$ cat src/rtl/alu_pkg.sv
// alu_pkg: shared types and constants for the ALU serial frame generator.
//   alu_op_t      ALU opcodes carried in the CMD frame
//   OP_UNKNOWN    opcode the DUT must reject, used for error injection
//   frame_mode_t  packet error-injection mode
//   gen_state_t   frame generator FSM states
//   FRAME_BITS    serial bits per frame (start, type, 8 payload, stop)
package alu_pkg;

  typedef enum logic [2:0] {
    OP_AND = 3'b000,
    OP_OR  = 3'b001,
    OP_ADD = 3'b100,
    OP_SUB = 3'b101
  } alu_op_t;

  localparam logic [2:0] OP_UNKNOWN = 3'b010;

  typedef enum logic [1:0] {
    MODE_GOOD     = 2'b00,
    MODE_BAD_CRC  = 2'b01,
    MODE_BAD_DATA = 2'b10,
    MODE_BAD_OP   = 2'b11
  } frame_mode_t;

  typedef enum logic [1:0] {
    ST_IDLE = 2'b00,
    ST_DATA = 2'b01,
    ST_CMD  = 2'b10,
    ST_GAP  = 2'b11
  } gen_state_t;

  localparam int FRAME_BITS = 11;

endpackage

$ cat src/rtl/alu_crc4.sv
// alu_crc4: combinational CRC4, crc = (M(x) * x^4) mod (x^4 + x + 1), init 0.
// M is consumed MSB first.
//   m    in   W  message vector
//   crc  out  4  remainder
module alu_crc4 #(
  parameter int W = 68
) (
  input  logic [W-1:0] m,
  output logic [3:0]   crc
);

  // Serial LFSR form of the division, unrolled over all W message bits.
  always_comb begin
    logic fb;
    crc = 4'h0;
    fb  = 1'b0;
    for (int i = W - 1; i >= 0; i--) begin
      fb  = crc[3] ^ m[i];
      crc = {crc[2:0], 1'b0} ^ {2'b00, fb, fb};
    end
  end

endmodule

$ cat src/rtl/alu_frame_gen.sv
// alu_frame_gen: serial frame generator for the ALU sin protocol. Accepts one
// operand/opcode request per handshake and sends B bytes, A bytes, then a CMD
// frame carrying opcode and CRC4, followed by an idle gap. Supports error
// injection (bad CRC, missing data frame, unknown opcode).
// Optional build macro: ALU_FRAME_GEN_STATS_EN adds pkt_cnt/err_cnt.
//   clk        in   1       clock, rising edge
//   rst        in   1       asynchronous active-high reset
//   req_valid  in   1       request present
//   req_ready  out  1       idle, request taken on valid&&ready
//   req_a      in   DATA_W  operand A
//   req_b      in   DATA_W  operand B
//   req_op     in   3       opcode (alu_op_t)
//   req_mode   in   2       frame_mode_t
//   sin        out  1       serial line, idle high
//   busy       out  1       packet or gap in progress
//   done       out  1       one-cycle pulse on the last gap cycle
//   pkt_cnt    out  16      packets sent (stats build only)
//   err_cnt    out  16      packets sent with mode != GOOD (stats build only)
//
// state   | meaning
// IDLE    | waiting for request, sin=1, req_ready=1
// DATA    | shifting data frames (B bytes then A bytes)
// CMD     | shifting the command frame {0, op, crc}
// GAP     | sin=1 for IDLE_GAP bit periods, done on last cycle
module alu_frame_gen
  import alu_pkg::*;
#(
  parameter int DATA_W   = 32,
  parameter int BIT_DIV  = 1,
  parameter int IDLE_GAP = 16
) (
  input  logic              clk,
  input  logic              rst,
  input  logic              req_valid,
  output logic              req_ready,
  input  logic [DATA_W-1:0] req_a,
  input  logic [DATA_W-1:0] req_b,
  input  logic [2:0]        req_op,
  input  logic [1:0]        req_mode,
  output logic              sin,
  output logic              busy,
  output logic              done
`ifdef ALU_FRAME_GEN_STATS_EN
  ,
  output logic [15:0]       pkt_cnt,
  output logic [15:0]       err_cnt
`endif
);

  localparam int BYTES   = DATA_W / 8;
  localparam int NFRM    = 2 * BYTES;
  localparam int FCW     = $clog2(NFRM + 1);
  localparam int DIVW    = $clog2(BIT_DIV + 1);
  localparam int GAP_CYC = IDLE_GAP * BIT_DIV;
  localparam int GAPW    = $clog2(GAP_CYC + 1);
  localparam int CRC_W   = 2 * DATA_W + 4;

  localparam logic [FCW-1:0]  N_FULL   = FCW'(NFRM);
  localparam logic [DIVW-1:0] DIV_LAST = DIVW'(BIT_DIV - 1);
  localparam logic [3:0]      BIT_LAST = 4'(FRAME_BITS - 1);
  localparam logic [GAPW-1:0] GAP_LOAD = GAPW'(GAP_CYC - 1);

  gen_state_t          state_q, state_d;
  logic [DATA_W-1:0]   a_q, b_q;
  logic [2:0]          op_q;
  frame_mode_t         mode_q;
  logic [FCW-1:0]      frame_cnt;
  logic [3:0]          bit_cnt;
  logic [DIVW-1:0]     div_cnt;
  logic [GAPW-1:0]     gap_cnt;

  logic                accept;
  logic                bit_end;
  logic                frame_end;
  logic                last_data;
  logic                gap_end;
  logic [FCW-1:0]      n_data;
  logic [3:0]          crc_calc;
  logic [3:0]          crc_tx;
  logic [2:0]          op_tx;
  logic [2*DATA_W-1:0] data_vec;
  logic [7:0]          payload;
  logic [FRAME_BITS-1:0] frame_word;

  alu_crc4 #(
    .W (CRC_W)
  ) u_crc (
    .m   ({b_q, a_q, 1'b1, op_q}),
    .crc (crc_calc)
  );

  assign accept    = req_valid && (state_q == ST_IDLE);
  assign bit_end   = (div_cnt == DIV_LAST);
  assign frame_end = bit_end && (bit_cnt == BIT_LAST);
  // BAD_DATA drops the last A byte, i.e. the final data frame.
  assign n_data    = (mode_q == MODE_BAD_DATA) ? (N_FULL - FCW'(1)) : N_FULL;
  assign last_data = (frame_cnt == (n_data - FCW'(1)));
  // gap_cnt is a down-counter; terminal count marks the last gap cycle.
  assign gap_end   = (gap_cnt == '0);

  assign op_tx     = (mode_q == MODE_BAD_OP) ? OP_UNKNOWN : op_q;
  assign crc_tx    = ((mode_q == MODE_BAD_CRC) || (mode_q == MODE_BAD_DATA)) ?
                     (crc_calc + 4'd1) : crc_calc;
  assign data_vec  = {b_q, a_q};

  always_ff @(posedge clk or posedge rst) begin
    if (rst) begin
      state_q <= ST_IDLE;
    end else begin
      state_q <= state_d;
    end
  end

  always_comb begin
    state_d   = state_q;
    req_ready = 1'b0;
    busy      = 1'b1;
    done      = 1'b0;
    case (state_q)
      ST_IDLE: begin
        req_ready = 1'b1;
        busy      = 1'b0;
        if (req_valid) state_d = ST_DATA;
      end
      ST_DATA: begin
        if (frame_end && last_data) state_d = ST_CMD;
      end
      ST_CMD: begin
        if (frame_end) state_d = ST_GAP;
      end
      ST_GAP: begin
        if (gap_end) begin
          done    = 1'b1;
          state_d = ST_IDLE;
        end
      end
      default: state_d = ST_IDLE;
    endcase
  end

  always_ff @(posedge clk or posedge rst) begin
    if (rst) begin
      a_q       <= '0;
      b_q       <= '0;
      op_q      <= '0;
      mode_q    <= MODE_GOOD;
      frame_cnt <= '0;
      bit_cnt   <= '0;
      div_cnt   <= '0;
      gap_cnt   <= '0;
    end else begin
      case (state_q)
        ST_IDLE: begin
          if (accept) begin
            a_q       <= req_a;
            b_q       <= req_b;
            op_q      <= req_op;
            mode_q    <= frame_mode_t'(req_mode);
            frame_cnt <= '0;
            bit_cnt   <= '0;
            div_cnt   <= '0;
          end
        end
        ST_DATA, ST_CMD: begin
          div_cnt <= bit_end ? '0 : (div_cnt + DIVW'(1));
          if (bit_end) begin
            bit_cnt <= (bit_cnt == BIT_LAST) ? 4'd0 : (bit_cnt + 4'd1);
          end
          if (frame_end) begin
            if (state_q == ST_DATA) frame_cnt <= frame_cnt + FCW'(1);
            else                    gap_cnt   <= GAP_LOAD;
          end
        end
        ST_GAP: begin
          if (!gap_end) gap_cnt <= gap_cnt - GAPW'(1);
        end
        default: ;
      endcase
    end
  end

  // Frames are sent MSB first: start 0, type, payload[7:0], stop 1.
  always_comb begin
    int byte_idx;
    byte_idx = 0;
    if (state_q == ST_DATA) byte_idx = NFRM - 1 - int'(frame_cnt);
    if (state_q == ST_CMD) payload = {1'b0, op_tx, crc_tx};
    else                   payload = data_vec[byte_idx*8 +: 8];
    frame_word = {1'b0, (state_q == ST_CMD), payload, 1'b1};
    if ((state_q == ST_DATA) || (state_q == ST_CMD)) sin = frame_word[BIT_LAST - bit_cnt];
    else                                             sin = 1'b1;
  end

`ifdef ALU_FRAME_GEN_STATS_EN
  always_ff @(posedge clk or posedge rst) begin
    if (rst) begin
      pkt_cnt <= '0;
      err_cnt <= '0;
    end else if (done) begin
      pkt_cnt <= pkt_cnt + 16'd1;
      if (mode_q != MODE_GOOD) err_cnt <= err_cnt + 16'd1;
    end
  end
`endif

endmodule

$ cat config.mk
export PLATFORM = sky130hd
export DESIGN_NAME = alu_frame_gen
export DESIGN_NICKNAME = d
export VERILOG_FILES = /design/src/rtl/alu_pkg.sv /design/src/rtl/alu_crc4.sv /design/src/rtl/alu_frame_gen.sv
export SDC_FILE = /design/constraint.sdc
export NUM_CORES = 1
export LEC_CHECK = 0
export ABC_AREA = 0
export CORE_MARGIN = 1.5
export CORE_UTILIZATION = 35
export DETAILED_ROUTE_END_ITERATION = 8
export PLACE_DENSITY = 0.56
export SLEW_MARGIN = 20
export SYNTH_ARGS = -nofsm -noshare
export SYNTH_HDL_FRONTEND = slang
export SYNTH_SLANG_ARGS = --single-unit
export TNS_END_PERCENT = 10
$ cat constraint.sdc
create_clock -name clk -period 6 [get_ports clk]
set_input_delay 0.6 -clock clk [delete_from_list [all_inputs] [get_ports clk]]
set_output_delay 0.6 -clock clk [all_outputs]
set_load 0.05 [all_outputs]
After elaboration in Yosys (flattened, before gate mapping):

Cells that the tools add are included.

* bits in registers: 85
* bits in latches: 0
* bits in writable memories: 0
* ROM bits: 0
* word-level logic and storage cells: 218
* memories kept: 0

* add/subtract/negate cells: 8
* multiply operators: 0
* div/mod/pow operators: 0
* $lt $le $gt $ge: 1
* eq/ne operators: 18
* shift operators: 1
* mux-type cells: 31
* bitwise logic cells: 134
* reductions and logical operators: 16

Operators by type and width (count)
* 4-bit by 2-bit bitwise XOR with 4-bit output: 66
* 64-bit by 32-bit variable part select with 8-bit output: 1
* 1-bit bitwise XOR: 64
* 29-bit 2-to-1 mux: 1
* 4-bit 2-to-1 mux: 7
* 2-bit != test, second input constant: 10
* 4-bit case mux with 2 select lines: 2
* 5-bit 2-to-1 mux: 3
* 4-bit by 1-bit adder with 4-bit output, second input constant: 3
* 4-bit AND reduction: 3
* 5-bit case mux with 2 select lines: 1
* 2-bit == test, second input constant: 4
* 1-bit 2-to-1 mux: 8
* 2-bit 2-to-1 mux: 4
* 8-bit 2-to-1 mux: 1
* 2-bit case mux with 4 select lines: 1
* 5-bit zero test: 1
* 4-bit by 5-bit less-than comparator with 1-bit output, second input constant: 1
* 3-bit by 4-bit subtractor with 5-bit output, first input constant: 1
* 5-bit by 1-bit subtractor with 5-bit output, second input constant: 1
* 1-bit binary-select mux with 4-bit select: 1
* 2-bit by 1-bit == test with 1-bit output, second input constant: 2
* 4-bit == test: 1
* 4-bit == test, second input constant: 1
* 15 further kinds: 21

Logic depth before layout (Yosys ltp):

Gate-level depths: netlist of the first run.

* depth in word-level cells: 138
* gate-level depth with buffers: 18
* mapped depth without buffers: 18

Modules after synthesis:

From an unflattened synthesis of the first run, not the netlist that was laid out.

* cells, all modules: 480
* area, all modules: 5641.7 µm²

Modules (own cells, without submodules)
* alu_frame_gen: times used 1, cells each 390, area an instance 4538.1 µm², seq. area each 2102.0 µm²
* alu_crc4: times used 1, cells each 90, area an instance 1103.6 µm², seq. area each 0.0 µm²

Worst setup path after synthesis of the first run:

Ideal clock, no wire load.

* path kind: register to output
* from: reg b_q[26]
* to: out sin
* arrival: 4.628 ns
* required time: 5.400 ns
* path slack: 0.772 ns
* cell stages (with the launch flop): 18
* buffers on the path: 0
* path through: dfrtp_1 -> xor2_2 -> xor3_2 -> xor2_2 -> xnor3_1 -> xnor2_2 -> xnor3_1 -> xnor2_2 -> xor2_1 -> ha_1 -> nand2b_1 -> xnor2_1 -> xnor2_1 -> xnor2_1 -> xnor2_1 -> xor2_1 -> o21ai_0 -> a211oi_2

* word-level cells in the longest chain between the ends: 90
* elaborated cells between the ends (all ways): 130
* classes of those cells: add/sub (1); shift (1); mux (5); bitwise (123)

Ends and longest elaborated chain
* from (decl): RTL line alu_frame_gen.sv:64 `logic [DATA_W-1:0] a_q, b_q;`
* from (signal assigned): RTL line alu_frame_gen.sv:156 `b_q <= req_b;`
* 1-bit bitwise XOR: RTL line alu_crc4.sv:18 `fb = crc[3] ^ m[i];`
* 4-bit by 2-bit bitwise XOR with 4-bit output (3 in a row): RTL line alu_crc4.sv:19 `crc = {crc[2:0], 1'b0} ^ {2'b00, fb, fb};`
* 1-bit bitwise XOR / 4-bit by 2-bit bitwise XOR with 4-bit output (equally long branches): RTL line alu_crc4.sv:18, alu_crc4.sv:19
* 4-bit by 2-bit bitwise XOR with 4-bit output / 1-bit bitwise XOR (equally long branches): RTL line alu_crc4.sv:19, alu_crc4.sv:18
* 4-bit by 2-bit bitwise XOR with 4-bit output (2 in a row): RTL line alu_crc4.sv:19
* 1-bit bitwise XOR / 4-bit by 2-bit bitwise XOR with 4-bit output (equally long branches): RTL line alu_crc4.sv:18, alu_crc4.sv:19
* 4-bit by 2-bit bitwise XOR with 4-bit output / 1-bit bitwise XOR (equally long branches) (2 in a row): RTL line alu_crc4.sv:19, alu_crc4.sv:18
* 4-bit by 2-bit bitwise XOR with 4-bit output: RTL line alu_crc4.sv:19
* [... 70 more ...]
* 1-bit bitwise XOR / 4-bit by 2-bit bitwise XOR with 4-bit output (equally long branches): RTL line alu_crc4.sv:18, alu_crc4.sv:19
* 4-bit by 2-bit bitwise XOR with 4-bit output: RTL line alu_crc4.sv:19
* 4-bit by 1-bit adder with 4-bit output: RTL line alu_frame_gen.sv:103 `(crc_calc + 4'd1) : crc_calc;`
* 4-bit 2-to-1 mux: RTL line alu_frame_gen.sv:102 `assign crc_tx = ((mode_q == MODE_BAD_CRC) || (mode_q == MODE_BAD_DATA)) ?`
* 8-bit 2-to-1 mux (*): RTL line alu_frame_gen.sv:187 `if (state_q == ST_CMD) payload = {1'b0, op_tx, crc_tx};`
* 1-bit binary-select mux with 4-bit select (*): RTL line alu_frame_gen.sv:190 `if ((state_q == ST_DATA) || (state_q == ST_CMD)) sin = frame_word[BIT_LAST - bit_cnt];`
* 1-bit 2-to-1 mux (not written as such) (*): RTL line alu_frame_gen.sv:190
* 1-bit 2-to-1 mux (*): RTL line alu_frame_gen.sv:190
* to (decl): RTL line alu_frame_gen.sv:40 `output logic sin,`

Mark *: on every way between the ends. The rest lies on a longest branch, timed or not. The select of a mux whose other input is x is not followed.

Final worst setup path of the first run:

* from: reg b_q[21]
* to: out sin

* word-level cells in the longest chain between the ends: 84
* elaborated cells between the ends (all ways): 120
* classes of those cells: add/sub (1); shift (1); mux (5); bitwise (113)

Ends and longest elaborated chain (RTL line)
* 1-bit bitwise XOR: alu_crc4.sv:18
* 4-bit by 2-bit bitwise XOR with 4-bit output (3 in a row): alu_crc4.sv:19
* 1-bit bitwise XOR: alu_crc4.sv:18
* 4-bit by 2-bit bitwise XOR with 4-bit output (3 in a row): alu_crc4.sv:19
* 1-bit bitwise XOR: alu_crc4.sv:18
* 4-bit by 2-bit bitwise XOR with 4-bit output (3 in a row): alu_crc4.sv:19
* 1-bit bitwise XOR: alu_crc4.sv:18
* 4-bit by 2-bit bitwise XOR with 4-bit output (3 in a row): alu_crc4.sv:19
* [... 60 more ...]
* 1-bit bitwise XOR: alu_crc4.sv:18
* 4-bit by 2-bit bitwise XOR with 4-bit output: alu_crc4.sv:19
* 4-bit by 1-bit adder with 4-bit output: alu_frame_gen.sv:103
* 4-bit 2-to-1 mux: alu_frame_gen.sv:102
* 8-bit 2-to-1 mux (*): alu_frame_gen.sv:187
* 1-bit binary-select mux with 4-bit select (*): alu_frame_gen.sv:190
* 1-bit 2-to-1 mux (not written as such) (*): alu_frame_gen.sv:190
* 1-bit 2-to-1 mux (*): alu_frame_gen.sv:190

Marks and branches as above.

==> out/results.tsv, run 1 <==
stage	metric	value	unit
routing	post_drt_via_cell_ratio	5.047	
synthesis	post_synth.cell_area_avg	11.91	um^2
routing	total_iterations_of_the_first_detailed_routing_run	4	
floorplanning	rows	46	
place	port_buffers	75	
setup_path	worst_ep_required_time	5.40	ns
outcome	outcome	completed	
finish	multi_input_area	3557	um^2
floorplanning	io_pins	76	
global_route	grt_start_max_net_pins	57	
job	cap_viol_max_count	0	
synthesis	ys_top_cells_by_count	dfrtp_1, mux2_2, xnor2_1	
timing	fin_setup_tns	0	ns
worst_hold_path	hp-class	flop to flop	
global_route	grt_antenna_before_repair	0	
synthesis	synthFlopType	dfrtp_1	
floorplanning	fp.coreArea	16000	um^2
finish	final_layout_size_suffix_gt1_share	19.72	%
synthesis	syn_area	5777	um^2
timing	period_minus_slack	5.698	ns
routing	initialDrtViolationCount	225	
power	power_switching	0.2527	mW
timing	tightest_slew	0.8177	ns
synthesis	synth_fp_nets	569	
power	power.combinational.fraction	5.1	%
routing	number_of_vias_in_the_routed_layout	3932	
global_route	first_global_vias	4086	
setup_path	startpoint_type	flop	
floorplanning	die_area	17280	um^2
synthesis	async_reset_ff_share	100.0	%
floorplanning	die_width	131.5	um
timing	setup_skew	0.008422	ns
setup_path	critPathArrivalTime	5.10	ns
global_route	grt_use_total	16.86	%
timing	finalMaxSlewViolations	0	
finish	antenna-diode-count	0	
timing	slew_headroom	45.29	%
setup_path	worstSetupEndpointType	output port	
power	p_clk_share	46.7	%
timing	fin_crit_sh	94.96	%
finish	register_area	2102	um^2
synthesis	synth-edff-count	0	
place	place_inst	762	
power	sequentialPowerShare	48.2	%
synthesis	yosys_warnings	0	
finish	final_net_count	642	
routing	avgRoutedWirePerCell	18.08	um
synthesis	synthCells	485	
floorplanning	die-height	131.5	um
global_route	grt-ovfl-total	0	
power	p_leak	3.297	nW
synthesis	synthTopCellsByArea	dfrtp_1, mux2_2, xnor2_1	
setup_path	worst-path-max-fanout	5	
power	intPower	0.9215	mW
timing	clock.fmax	175.5	MHz
synthesis	synth_largest_type_area_fraction	36.39	%
setup_path	crit_type	flop to output port	
place	hpwl	10840	um
floorplanning	floorplan.initialDensity	36.10	%
routing	final_antenna_net_count	0	
cts	clockBufferDepth	2	
cts	clock_tree_from_tritoncts	built	
power	peakVddDrop	159.2	uV
finish	post_layout_nonfiller_instances	779	
place	gp_routability_congestion	0.8818	
cts	clock-root-buffer	clkbuf_16	
synthesis	synth.yosys.seq_area_share	36.39	%
synthesis	synth-seq-cells	84	
synthesis	ys_types	45	
global_route	grt_first_pass_wirelength	22620	um
finish	area.growth.synth_to_final	22.20	%
routing	drc	0	
timing	setup_viol	0	
synthesis	yosysTopAreaCell	dfrtp_1	
synthesis	synthMostInstantiatedCell	dfrtp_1	
cts	cts_made_buffers	9	
cts	post_cts_resize_count	0	
cts	cts_sinks	84	
routing	totalWireLength	14080	um
power	netSwitchingFraction	21.52	%
cts	clock_latency	0.35	ns
power	pwr_per_cell_area	166.3	nW/um^2
timing	setup_repair_after_global_routing_missed_its_margin	no	
cts	cts.reportedPaths.clkPinSlew	0.07	ns
timing	report.final.hold_viol_count	0	
finish	fillers	1532	
cts	number_of_h_tree_levels	3	
registers in the layout, summed over array words and instances (netlist names):
register and cells:
b_q 32, op_q 3, state_q 2, gap_cnt 5
mode_q 2, frame_cnt 4, bit_cnt 4, a_q 32
area by class of cell:
| cell class | instances | share of cell area, % |
|---|---|---|
| flip-flops and latches | 84 | 29.78 |
| multi-input cells | 369 | 50.39 |
| clock buffers | 13 | 3.828 |
| clock inverters | 3 | 0.2836 |
| well taps | 216 | 3.828 |
| inverters | 14 | 0.7621 |
| repair buffers | 80 | 11.13 |
kinds of logic (layout without fill, tap and decap cells):
family          after synthesis  after routing  synth area share (%)
xor+xnor                    124            124                 25.80
mux                          94             94                 19.56
flops                        84             84                 36.39
simple gates                 76             76                 6.454
compound gates               63             63                 7.126
buf+inv                      32            110                 2.079
fa+ha+maj                    12             12                 2.599
cells in the final DEF, fill, tap and decap left out, types with 3 or more instances in the layout:
cell | synthesis | final
nor2b_1 | 5 | 5
xor3_1 | 5 | 5
ha_1 | 12 | 12
nand4_1 | 5 | 5
nand2_1 | 26 | 25
mux2i_1 | 15 | 15
o21ai_0 | 21 | 21
clkbuf_16 | 0 | 9
buf_4 | 0 | 6
xnor2_1 | 69 | 69
clkdlybuf4s50_1 | 0 | 74
a21o_1 | 3 | 3
dfrtp_1 | 84 | 84
nand3_1 | 5 | 5
a211oi_1 | 3 | 3
mux2_2 | 71 | 71
a22oi_1 | 3 | 3
nor3_1 | 12 | 12
nand2b_1 | 4 | 4
and3_1 | 3 | 3
inv_1 | 14 | 13
mux4_2 | 8 | 8
nor2_1 | 10 | 10
clkbuf_8 | 0 | 3
a21oi_1 | 13 | 13
xnor2_2 | 3 | 3
xnor3_1 | 20 | 20
xor2_1 | 24 | 24
o211ai_1 | 5 | 5
repair_timing:
| action | in CTS | in global routing |
|---|---|---|
| buffers inserted | 0 | 1 |
| endpoints found under the setup margin | 0 | 1 |
| hold buffers | 0 | 0 |
critical path: stages (launching register included):
cell and delay, ns:
dfrtp_1 0.45, xor2_1 0.27, xnor3_1 0.48, xnor3_1 0.44
xnor3_1 0.31, xnor2_1 0.35, xnor2_1 0.23, xor2_1 0.30
xnor2_1 0.17, xor2_1 0.17, ha_1 0.16, nand2b_1 0.07
xnor2_1 0.20, xnor2_1 0.16, xnor2_1 0.16, xnor2_1 0.15
xor2_1 0.15, o21ai_0 0.11, a211oi_2 0.18, buf_4 0.23
power groups by stage:
stage / Clock [mW] / Combinational, mW / Sequential, mW
floorplan: 0 / 0.00884 / 0.577
global placement: 0 / 0.0618 / 0.577
detailed placement: 0 / 0.0616 / 0.577
CTS: 0.560 / 0.0619 / 0.566
global route: 0.580 / 0.0654 / 0.566
finish: 0.548 / 0.0599 / 0.566
layer usage:
metal  GRT usage (%)  share of wire [%]  up-vias
li1                -                  -     1866
met1           23.81                 49     1954
met2           25.99                 45       96
met3           3.781                4.2       16
met4           4.691                1.6        0
met5               0                  0        -
metrics by stage:
stage / hold slack (ns) / utilization (%) / power, mW / worst slack [ns] / cell area (um^2)
finish: 0.5153 / 44.12 / 1.174 / 0.3024 / 7059
global route: 0.5498 / 44.12 / 1.211 / 0.03612 / 7059
CTS: 0.5173 / 44.07 / 1.188 / 0.2321 / 7052
detailed placement: 0.5070 / 42.26 / 0.6384 / 0.6347 / 6761
global placement: 0.4927 / 42.26 / 0.6387 / 0.7809 / 6761
floorplan: 0.4688 / - / 0.5858 / 0.7721 / 5777
path summary, 6_finish.rpt:
path / start / to / depth (start not counted) / slack (ns)
min reg2reg: gap_cnt[0] / gap_cnt[0] / 1 / 0.52
max reg2reg: bit_cnt[0] / gap_cnt[4] / 10 / 3.50
max in group asynchronous: rst / a_q[2] / 3 / 4.32
max: b_q[21] / sin / 19 / 0.30
min: gap_cnt[0] / gap_cnt[0] / 1 / 0.52
min in group asynchronous: rst / b_q[18] / 2 / 0.60
No activity file was read; power rests on OpenSTA's default activity.
==> run 2, diff against run 1 <==
--- a/config.mk
+++ b/config.mk
@@ -7,5 +7,4 @@
 export LEC_CHECK = 0
 export ABC_AREA = 0
-export CORE_MARGIN = 1.5
 export CORE_UTILIZATION = 35
 export DETAILED_ROUTE_END_ITERATION = 8
==> constraint.sdc (replaced) <==
create_clock -name clk -period 6 [get_ports clk]
set_input_delay 0.6 -clock clk [delete_from_list [all_inputs] [get_ports clk]]
set_output_delay 0.6 -clock clk [all_outputs]
set_load 0.02 [all_outputs]
==> out/results.tsv, run 2 (synthesis results as in run 1) <==
stage	metric	value	unit
routing	total_iterations_of_the_first_detailed_routing_run	4	
finish	fillers	1507	
timing	slew_headroom	46.72	%
finish	fin_area	7122	um^2
global_route	use_met1	24.03	%
place	placed_inst_area	6764	um^2
setup_path	critical-path-max-stage-delay	0.45	ns
timing	period_minus_slack	5.693	ns
setup_path	critPathMostFrequentCell	xnor2_1	
setup_path	critical_path.cell_chain	xor2_1, xnor3_1, xnor3_1, xnor3_1, xnor2_2, xnor2_1, xor2_1, xnor2_1, xor2_1, ha_1, nand2b_1, xnor2_1, xnor2_1, xnor2_1, xnor2_1, xor2_1, o21ai_0, a211oi_2, dlygate4sd2_1	
routing	number_of_vias_in_the_routed_layout	3899	
setup_path	critPathArrivalTime	5.09	ns
timing	report.final.hold_viol_count	0	
routing	avgRoutedWirePerCell	17.88	um
power	peakVddDrop	140.4	uV
worst_hold_path	hp-class	flop to flop	
place	place_inst	762	
floorplanning	floorplan.initialDensity	36.10	%
floorplanning	die-height	130.5	um
floorplanning	die_width	130.5	um
finish	multi_input_area	3565	um^2
setup_path	crit_type	flop to output port	
power	pwr_per_cell_area	173.9	nW/um^2
cts	cts_made_buffers	9	
floorplanning	io_pins	76	
timing	finalMaxSlewViolations	0	
power	p_leak	3.335	nW
place	gp_routability_congestion	0.8478	
global_route	gr-usage-met2	28.32	%
place	post_place_setup_slack	0.2814	ns
floorplanning	rows	46	
timing	clock.fmax	175.7	MHz
global_route	global_route.peak_usage_layer	met2	
setup_path	worst-path-max-fanout	5	
finish	final_layout_size_suffix_gt1_share	20.04	%
finish	most_common_cell_after_layout_fill_and_taps_aside	dfrtp_1	
global_route	grt_first_pass_wirelength	22200	um
timing	setup_ws	0.3071	ns
timing	setup_repair_after_global_routing_missed_its_margin	no	
finish	layout.cells.most_common_list	dfrtp_1, clkdlybuf4s50_1, mux2_2, xnor2_1, nand2_1	
outcome	outcome	completed	
job	cap_viol_max_count	0	
timing	tightest_slew	0.7964	ns
routing	final_antenna_net_count	0	
cts	clock_tree_from_tritoncts	built	
finish	register_area	2102	um^2
floorplanning	die_area	17020	um^2
global_route	grt-ovfl-total	0	
global_route	grt_util_met3	4.072	%
cts	clockBufferDepth	2	
timing	setup_viol	0	
setup_path	worst_ep_required_time	5.40	ns
global_route	grt_antenna_before_repair	0	
cts	cts.reportedPaths.clkPinSlew	0.06	ns
timing	fin_setup_tns	0	ns
cts	holdBufCountCts	0	
global_route	grt_use_total	17.69	%
routing	post_drt_via_cell_ratio	4.999	
power	design_power_total	1.238	mW
finish	layout_top_registers	a_q (32), b_q (32), gap_cnt (5)	
routing	initialDrtViolationCount	198	
place	hpwl	10690	um
finish	post_layout_nonfiller_instances	780	
finish	final_net_count	644	
global_route	first_global_vias	4014	
timing	fin_crit_sh	94.88	%
timing	setup_skew	0.004320	ns
finish	antenna-diode-count	0	
setup_path	worstSetupEndpointType	output port	
floorplanning	fp.coreArea	16000	um^2
global_route	grt_start_max_net_pins	85	
routing	totalWireLength	13950	um
cts	cts_sinks	84	
setup_path	worst_path_max_delay_cell	dfrtp_1	
timing	worst_hold_slack	0.5075	ns
routing	drc	0	
place	port_buffers	75	
cts	clock-root-buffer	clkbuf_16	
cts	clock_latency	0.34	ns
cts	number_of_h_tree_levels	3	
finish	area.growth.synth_to_final	23.28	%
finish	utilization_of_the_core_after_routing	44.51	%
setup_path	startpoint_type	flop	
==> run 2: cell types whose count changed in the layout (fill, tap and decap cells not counted), sizes merged <==
cell         previous run  this run
buf                     6         7
dlygate4sd2             0         1
clkbuf                 13        11
clkinvlp                2         1
bufinv                  0         2
==> run 2: per-layer routing <==
metal | vias to the layer above | share of wire (%)
li1 | 1877 | -
met5 | - | 0
met3 | 13 | 5.1
met4 | 0 | 1.2
met1 | 1913 | 48
met2 | 96 | 45
==> run 2: path summary, 6_finish.rpt <==
check	startpoint	end	slack (ns)	cells after the start
setup / recovery	b_q[21]	sin	0.31	19
hold / removal	op_q[2]	op_q[2]	0.51	1
setup reg to reg	state_q[0]	a_q[22]	3.50	5
hold reg to reg	op_q[2]	op_q[2]	0.51	1
max in group asynchronous	rst	a_q[9]	4.68	3
min in group asynchronous	rst	b_q[16]	0.78	3
==> run 2: power by group <==
group | leakage (nW) | total (mW) | internal, mW | switching (mW)
logic | 2.03 | 0.0602 | 0.0412 | 0.0190
clock network | 0.158 | 0.612 | 0.384 | 0.227
registers | 1.15 | 0.566 | 0.566 | 0
==> run 2: area by class of cell <==
| class | count | area share [%] |
|---|---|---|
| clock buffers | 11 | 3.549 |
| multi-input cells | 369 | 50.05 |
| well taps | 216 | 3.795 |
| flip-flops and latches | 84 | 29.52 |
| inverters | 14 | 0.7554 |
| clock inverters | 4 | 1.019 |
| repair buffers | 82 | 11.31 |
==> run 2: repair_timing <==
item	in CTS	in global routing
setup endpoints to repair	1	1
gates resized for setup	2	0
cloned	0	0
setup buffers	1	2
pin swaps	1	1
==> run 2: critical path, delay by kind of cell (launching register included) <==
family	cells	cell delay [ns]
buffers and inverters	1	0.35
xor gates and xnor gates	14	3.42
adders and majority gates	1	0.17
DFF	1	0.45
AOI/OAI and AO/OA	2	0.29
and+or+nand+nor	1	0.07
